[src/rtl/rvh_l1d_mshr_sched.sv]
// L1D miss-status holding register scheduler: merges or allocates per-requester misses,
// issues one WAIT_ISSUE entry at a time to L2, and frees entries on refill completion.

module rvh_l1d_mshr_entry #(
  parameter int LINE_ADDR_W = 34
) (
  input  logic                   clk,
  input  logic                   rst,
  input  logic                   alloc,
  input  logic [LINE_ADDR_W-1:0] alloc_addr,
  input  logic                   issue_hs,
  input  logic                   refill,
  output logic                   is_free,
  output logic                   is_wait_issue,
  output logic [LINE_ADDR_W-1:0] line_addr
);
  typedef enum logic [1:0] {
    FREE        = 2'd0,
    WAIT_ISSUE  = 2'd1,
    WAIT_REFILL = 2'd2
  } state_e;

  state_e state, state_nxt;

  always_ff @(posedge clk or posedge rst) begin
    if (rst) state <= FREE;
    else     state <= state_nxt;
  end

  // refill is only honoured while waiting for it; stray completions are dropped
  always_comb begin
    state_nxt = state;
    case (state)
      FREE:        if (alloc)    state_nxt = WAIT_ISSUE;
      WAIT_ISSUE:  if (issue_hs) state_nxt = WAIT_REFILL;
      WAIT_REFILL: if (refill)   state_nxt = FREE;
      default:                   state_nxt = FREE;
    endcase
  end

  always_ff @(posedge clk or posedge rst) begin
    if (rst)        line_addr <= '0;
    else if (alloc) line_addr <= alloc_addr;
  end

  assign is_free       = (state == FREE);
  assign is_wait_issue = (state == WAIT_ISSUE);
endmodule

module rvh_l1d_mshr_sched #(
  parameter int N_MSHR      = 4,
  parameter int N_REQ       = 2,
  parameter int LINE_ADDR_W = 34,
  parameter int ID_W        = $clog2(N_MSHR)
) (
  input  logic                         clk,
  input  logic                         rst,
  input  logic [N_REQ-1:0]             req_vld_i,
  input  logic [N_REQ*LINE_ADDR_W-1:0] req_line_addr_i,
  output logic [N_REQ-1:0]             req_rdy_o,
  output logic [N_REQ-1:0]             req_merge_o,
  output logic [N_REQ*ID_W-1:0]        req_mshr_id_o,
  output logic                         l2_req_vld_o,
  input  logic                         l2_req_rdy_i,
  output logic [ID_W-1:0]              l2_req_mshr_id_o,
  output logic [LINE_ADDR_W-1:0]       l2_req_line_addr_o,
  input  logic                         refill_done_vld_i,
  input  logic [ID_W-1:0]              refill_done_mshr_id_i,
  output logic [N_MSHR-1:0]            mshr_valid_o,
  output logic [ID_W:0]                free_mshr_num_o,
  output logic                         has_free_mshr_o
);
  localparam int RR_W = (N_REQ > 1) ? $clog2(N_REQ) : 1;

  typedef struct packed {
    logic            vld;
    logic [ID_W-1:0] id;
  } issue_lock_t;

  logic [N_REQ-1:0][LINE_ADDR_W-1:0]  req_addr;
  logic [N_MSHR-1:0][LINE_ADDR_W-1:0] ent_addr;
  logic [N_MSHR-1:0]                  ent_free, ent_wait_issue;
  logic [N_MSHR-1:0]                  ent_alloc, ent_issue_hs, ent_refill;

  logic [N_REQ-1:0]                   merge_hit, alloc_cand;
  logic [N_REQ-1:0][ID_W-1:0]         merge_id;
  logic                               free_any, win_any, grant;
  logic [ID_W-1:0]                    free_id;
  logic [RR_W-1:0]                    rr_ptr, win;
  int                                 best;

  logic                               iss_any, l2_hs;
  logic [ID_W-1:0]                    iss_id;
  issue_lock_t                        lock;

  for (genvar k = 0; k < N_REQ; k++) begin : g_req
    assign req_addr[k] = req_line_addr_i[k*LINE_ADDR_W +: LINE_ADDR_W];
    assign alloc_cand[k] = req_vld_i[k] && !merge_hit[k];
    assign req_rdy_o[k] = !rst && (merge_hit[k] || (grant && win == RR_W'(k)));
    assign req_merge_o[k] = merge_hit[k];
    assign req_mshr_id_o[k*ID_W +: ID_W] = merge_hit[k] ? merge_id[k] : free_id;
  end

  for (genvar e = 0; e < N_MSHR; e++) begin : g_ent
    assign ent_alloc[e]    = grant && (free_id == ID_W'(e));
    assign ent_issue_hs[e] = l2_hs && (l2_req_mshr_id_o == ID_W'(e));
    assign ent_refill[e]   = refill_done_vld_i && (refill_done_mshr_id_i == ID_W'(e));

    rvh_l1d_mshr_entry #(.LINE_ADDR_W(LINE_ADDR_W)) u_ent (
      .clk           (clk),
      .rst           (rst),
      .alloc         (ent_alloc[e]),
      .alloc_addr    (req_addr[win]),
      .issue_hs      (ent_issue_hs[e]),
      .refill        (ent_refill[e]),
      .is_free       (ent_free[e]),
      .is_wait_issue (ent_wait_issue[e]),
      .line_addr     (ent_addr[e])
    );
  end

  // an entry completing this cycle is about to drop its line, so it must not absorb new misses
  always_comb begin
    merge_hit = '0;
    merge_id  = '0;
    for (int k = 0; k < N_REQ; k++) begin
      for (int e = N_MSHR-1; e >= 0; e--) begin
        if (req_vld_i[k] && !ent_free[e] && !ent_refill[e] && ent_addr[e] == req_addr[k]) begin
          merge_hit[k] = 1'b1;
          merge_id[k]  = ID_W'(e);
        end
      end
    end
  end

  always_comb begin
    free_any = 1'b0;
    free_id  = '0;
    for (int e = N_MSHR-1; e >= 0; e--) begin
      if (ent_free[e]) begin
        free_any = 1'b1;
        free_id  = ID_W'(e);
      end
    end
  end

  // round-robin: nearest candidate at or after rr_ptr wins
  always_comb begin
    win_any = 1'b0;
    win     = '0;
    best    = N_REQ;
    for (int k = 0; k < N_REQ; k++) begin
      if (alloc_cand[k] && ((k + N_REQ - int'(rr_ptr)) % N_REQ) < best) begin
        best    = (k + N_REQ - int'(rr_ptr)) % N_REQ;
        win     = RR_W'(k);
        win_any = 1'b1;
      end
    end
  end

  assign grant = win_any && free_any;

  always_ff @(posedge clk or posedge rst) begin
    if (rst)        rr_ptr <= '0;
    else if (grant) rr_ptr <= (int'(win) == N_REQ-1) ? '0 : win + RR_W'(1);
  end

  always_comb begin
    iss_any = 1'b0;
    iss_id  = '0;
    for (int e = N_MSHR-1; e >= 0; e--) begin
      if (ent_wait_issue[e]) begin
        iss_any = 1'b1;
        iss_id  = ID_W'(e);
      end
    end
  end

  // once offered, the L2 request is frozen until accepted
  assign l2_req_vld_o       = !rst && (lock.vld || iss_any);
  assign l2_req_mshr_id_o   = lock.vld ? lock.id : iss_id;
  assign l2_req_line_addr_o = ent_addr[l2_req_mshr_id_o];
  assign l2_hs              = l2_req_vld_o && l2_req_rdy_i;

  always_ff @(posedge clk or posedge rst) begin
    if (rst) begin
      lock <= '0;
    end else if (l2_hs) begin
      lock.vld <= 1'b0;
    end else if (l2_req_vld_o) begin
      lock.vld <= 1'b1;
      lock.id  <= l2_req_mshr_id_o;
    end
  end

  always_comb begin
    free_mshr_num_o = '0;
    for (int e = 0; e < N_MSHR; e++)
      free_mshr_num_o = free_mshr_num_o + (ID_W+1)'(ent_free[e]);
  end

  assign mshr_valid_o    = ~ent_free;
  assign has_free_mshr_o = free_any;
endmodule
[config.mk]
export PLATFORM = sky130hd
export DESIGN_NAME = rvh_l1d_mshr_sched
export DESIGN_NICKNAME = d
export VERILOG_FILES = /design/src/rtl/rvh_l1d_mshr_sched.sv
export SDC_FILE = /design/constraint.sdc
export NUM_CORES = 1
export LEC_CHECK = 0
export CAP_MARGIN = 0
export CORE_MARGIN = 2
export CORE_UTILIZATION = 40
export DETAILED_ROUTE_END_ITERATION = 10
export PLACE_DENSITY_LB_ADDON = 0.1
export SETUP_SLACK_MARGIN = 0.1
export SLEW_MARGIN = 40
export SYNTH_ARGS = -nofsm -noshare
export SYNTH_HDL_FRONTEND = slang
export SYNTH_HIERARCHICAL = 1
export SYNTH_SLANG_ARGS = --single-unit
[constraint.sdc]
create_clock -name clk -period 5.9 [get_ports clk]
set_input_delay 0.885 -clock clk [delete_from_list [all_inputs] [get_ports clk]]
set_output_delay 0.885 -clock clk [all_outputs]
set_load 0.05 [all_outputs]
* After elaboration in Yosys (flattened, before gate mapping) *
Index checks and enable logic that the tools add are counted.

cells by class
  $add $sub $neg = 6
  $lt $le $gt $ge = 4
  equality and inequality tests = 37
  multiplexer cells = 62
  bitwise gates (word level) = 5
  reduce and logical (&&, ||, !) cells = 74

operator list
  operator                                                count
  equality test 34 bit                                    8
  2-to-1 mux 34 bit                                       3
  binary-select mux 34 bit (select 2 bit)                 1
  2-to-1 mux 2 bit                                        31
  logical AND 1 bit                                       47
  < comparator 2 x 32 -> 1 bit                            1
  2-to-1 mux 32 bit                                       1
  inequality test 2 x 1 -> 1 bit (second input constant)  12
  case mux 2 bit (3 select lines)                         4
  2-to-1 mux 1 bit                                        21
  equality test 2 bit (second input constant)             10
  equality test 2 x 1 -> 1 bit (second input constant)    7
  zero test 2 bit                                         7
  AND reduction 3 bit                                     4
  zero test 1 bit                                         11
  < comparator 2 x 3 -> 1 bit (second input constant)     2
  subtractor 2 x 1 -> 3 bit (first input constant)        2
  NOT 4 bit                                               1
  adder 2 x 1 -> 3 bit                                    1
  adder 3 x 1 -> 3 bit                                    1
  logical OR 1 bit                                        3
  2-to-1 mux 3 bit                                        1
  adder 1 x 1 -> 2 bit                                    1
  bitwise AND 1 bit                                       2
  other kinds (5)                                         6

word-level totals
  bits in registers = 148
  input port bits = 76
  word-level logic and storage cells = 199

* Depth between registers and ports, before layout *
  word-level depth = 20
  gate-level depth with buffers = 12

* Modules after synthesis *
The synthesis kept the hierarchy.

by module, submodules not included
  module              times used  cells an instance  area an instance (um^2)  seq. area each (um^2)
  rvh_l1d_mshr_entry  4           81                 1511.4                   900.9
  rvh_l1d_mshr_sched  1           784                5432.7                   100.1

* Worst setup path after synthesis *
OpenSTA, ideal clock, no wires.

  kind = in2out
  start point = in req_line_addr_i[58]
  end point = out req_rdy_o[0]
  arrival time = 3478 ps
  data required time = 5015 ps
  path slack = 1537 ps
  cell stages on the path = 9
  path buffers = 1
  cell sequence = buf_2 -> xor2_1 -> nor4_1 -> nand4_1 -> nor4_1 -> nor4_2 -> inv_1 -> o211ai_1 -> a21oi_1

between the ends
  longest elaborated chain between the ends = 14
  elaborated cells between the ends (all ways) = 22
  classes of those cells = 4 x eq/ne; 6 x mux; 1 x bitwise; 11 x reduce/logical

ends and longest elaborated chain
  element                                                line     text
  start, declared                                        59       input logic [N_REQ*LINE_ADDR_W-1:0] req_line_addr_i,
  equality test 34 bit                                   128      if (req_vld_i[k] && !ent_free[e] && !ent_refill[e] && ent_addr[e] == req_addr[k]) begin
  logical AND 1 bit                                      128
  2-to-1 mux 1 bit (3 in series)                         128
  2-to-1 mux 1 bit (*)                                   128
  named net req_merge_o[1]                               61       output logic [N_REQ-1:0] req_merge_o,
  zero test 1 bit (*)                                    98       assign alloc_cand[k] = req_vld_i[k] && !merge_hit[k];
  logical AND 1 bit (*)                                  98
  logical AND 1 bit (*)                                  153      if (alloc_cand[k] && ((k + N_REQ - int'(rr_ptr)) % N_REQ) < best) begin
  2-to-1 mux 1 bit                                       153
  logical AND 1 bit / NOT 1 bit (equally long branches)  161, 99
  logical AND 1 bit (*)                                  99       assign req_rdy_o[k] = !rst && (merge_hit[k] || (grant && win == RR_W'(k)));
  logical OR 1 bit (*)                                   99
  logical AND 1 bit (*)                                  99
  end, declared                                          60       output logic [N_REQ-1:0] req_rdy_o,

The timed path passes the listed nets; every way through them passes the cells marked *.

* Final worst setup path *
  start point = in req_line_addr_i[52]
  end point = out req_rdy_o[0]

between the ends
  longest elaborated chain between the ends = 14
  elaborated cells between the ends (all ways) = 22
  classes of those cells = 4 x eq/ne; 6 x mux; 1 x bitwise; 11 x reduce/logical

ends and longest elaborated chain
  element                                                line
  equality test 34 bit                                   128
  logical AND 1 bit                                      128
  2-to-1 mux 1 bit (3 in series)                         128
  2-to-1 mux 1 bit (*)                                   128
  zero test 1 bit (*)                                    98
  logical AND 1 bit (*)                                  98
  logical AND 1 bit (*)                                  153
  2-to-1 mux 1 bit                                       153
  logical AND 1 bit / NOT 1 bit (equally long branches)  161, 99
  logical AND 1 bit (*)                                  99
  logical OR 1 bit (*)                                   99
  logical AND 1 bit (*)                                  99

Mark *: on every way between the ends. The rest lies on a longest branch, timed or not.

==> results.yml <==
clocking:
  cts_tree: "yes"
  postCtsSetupRepairBufs: 0
  ctsResizeCount: 0
  cts_hold_buf: 0
  clkSlewWorstSetupHoldPaths_ns: 0.07
  clk_path_buf_depth: 2
  insertion_delay_ns: 0.44
  h-tree-depth: 4
  root_buffer: "clkbuf_16"
  cts_sinks: 148
  numCtsBuffers: 17
floorplan:
  dieWidth_um: 173
  die_area_um2: 30100
  die_h_um: 173
  num_rows: 62
  core_area_um2: 28500
  start_util_pct: 40.3
  io_pins: 129
logic_synthesis:
  syn_inst: 1108
  yosysUniqueCellTypes: 46
  yosysMostFrequentCell: "xor2_1"
  yosysTopAreaCell: "dfrtp_1"
  synth_edf_count: 0
  synth.avg_cell_area_um2: 10.4
  synth_top_area_share_pct: 32.3
  synthFlopType: "dfrtp_1"
  ys_warn_count: 6
  synthTopCellsByArea: "dfrtp_1 32%, mux2_4 19%, xor2_1 14%"
  ys_seq_elements: 148
  ys_async_sr_fraction_pct: 100
  synthesis.nets: 1187
  ys_seq_area_share_pct: 32.3
  synth_area_um2: 11500
  yosys-top-cells-count: "189 x xor2_1, 148 x dfrtp_1, 146 x mux2_4"
critical_path:
  path_buf_inv: 3
  slowest_stage: "clkdlybuf4s50_1"
  cp.arrival_ns: 4.54
  crit_fanout: 5
  r2r-start: "g_ent[2].u_ent/state[0]"
  cp-startpoint: "req_line_addr_i[52]"
  cp.depth: 10
  cp-start-kind: "input port"
  slowest_delay_ns: 0.82
  crit_chain: "clkdlybuf4s50_1 > xor2_1 > nor4_1 > nand4_1 > nor4_1 > nor4_2 > inv_1 > o211ai_1 > a21oi_1 > clkdlybuf4s50_1"
  ff2ff_path_depth: 9
  critPathKind: "in -> out"
  worst_setup_path_end_kind: "output pin"
  crit_family: "simple AND/OR/NAND/NOR gates"
  crit_required_ns: 5.02
timing:
  max_freq_ghz: 0.184
  final.setup_skew_ns: 0.0193
  final.setup.tns_ns: 0
  fin_crit_sh_pct: 92.0
  slew_viol_final: 0
  tightestPinTransition_ns: 0.889
  period_minus_slack_ns: 5.43
  hold_viol: 0
  setup_viol_count_final: 0
  relSlewSlack_pct: 40.7
  rsz0062_at_grt: "no"
finish:
  fin_util_pct: 46.7
  area_delta_synth_final_pct: 15.7
  antenna-diode-count: 0
  nNetsFinal: 1240
  drive_gt1_share_pct: 20.7
  postLayoutCellArea_um2: 13300
power:
  p_per_area_nw_per_um2: 671
  cellLeakagePower_nw: 5.71
  power_mw: 8.91
  irDropWorstVdd_mv: 0.325
drt:
  wl_per_cell_um: 27.9
  drtPass1Iterations: 7
  drtIter0Drc: 942
  via_per_inst: 5.55
  drt-total-wl_mm: 43.5
  remaining_drc_errors: 0
  ant_nets: 0
  vias: 8650
placement:
  routabilityCongestion: 1.02
  port_buffers: 128
  dp_hpwl_mm: 32.8
  dpl_cell_area_um2: 12700
worst_hold_path:
  hp-start: "g_ent[2].u_ent/state[1]"
  min_path_cells: 1
  min_path_type: "reg -> reg"
global_route:
  gr-total-overflow: 0
  grt_max_degree: 72
  antenna_found_initial: 0
  grt_pass1_vias: 8721
  track_usage_pct: 29.1
  grt_pass1_wl_mm: 63.4
flow_run:
  drv_cap: 0
status:
  status: "completed"
[per-stage QoR]
stage / setup WS (ns) / std cells / hold WS (ns)
6_report: 0.473 / 1558 / 0.470
5_1_grt: 0.422 / 1558 / 0.500
4_1_cts: 0.547 / 1558 / 0.467
3_5_place_dp: 0.583 / 1526 / 0.468
3_3_place_gp: 0.456 / 1525 / 0.460
2_1_floorplan: 1.54 / 1108 / 0.445
[cells by family after synthesis]
group,after synthesis,synth area share (%)
simple gates,328,14.6
xor+xnor,272,20.8
mux,170,21.5
flops,148,32.3
buf+inv,127,6.83
compound gates,60,3.71
fa+ha+maj,3,0.392
[registers in the layout, summed over array words and instances (netlist names)]
name and flops:
g_ent.u_ent/state 8, rr_ptr 1, g_ent.u_ent/line_addr 136, lock 3
[power breakdown]
| part | switching, mW | internal (mW) |
|---|---|---|
| sequential | 0.893 | 1.53 |
| clock | 0.500 | 0.650 |
| combinational | 3.06 | 2.28 |
| total | 4.45 | 4.46 |
[final timing paths]
path                                                 to  slack, ns
max                                        req_rdy_o[0]       0.47
min                             g_ent[2].u_ent/state[0]       0.47
max reg2reg                 g_ent[2].u_ent/line_addr[4]       2.11
max in group asynchronous  g_ent[3].u_ent/line_addr[17]       4.03
min reg2reg                     g_ent[2].u_ent/state[0]       0.47
min in group asynchronous                       lock[2]       0.96
[per-layer routing]
metal | up-vias | routed length, um | share of wire (%) | global-route usage, %
li1 | 3875 | - | - | -
met1 | 4439 | 20200 | 47 | 41.5
met2 | 301 | 20400 | 47 | 47.0
met3 | 35 | 2170 | 5.0 | 3.97
met4 | 0 | 710 | 1.6 | 6.43
met5 | - | 0 | 0 | 0
[cell type report]
cell class / count / area (um^2)
Fill cell: 2708 / 15200
Multi-Input combinational cell: 833 / 7010
Sequential cell: 148 / 3700
Timing Repair Buffer: 144 / 1430
Tap cell: 384 / 480
Clock buffer: 18 / 439
Clock inverter: 14 / 165
Inverter: 17 / 66.3
[placed cells by master (no fill, tap or decap), types with 17 or more instances in the layout]
cell type        count
a31oi_1             34
mux2_4             146
mux2_2              24
clkdlybuf4s50_1    128
nand4_1             34
nand2_1            145
nor4_1              50
and3_1              36
dfrtp_1            148
xor2_1             189
clkbuf_16           17
xnor2_1             83
No activity file was read; power rests on OpenSTA's default activity.
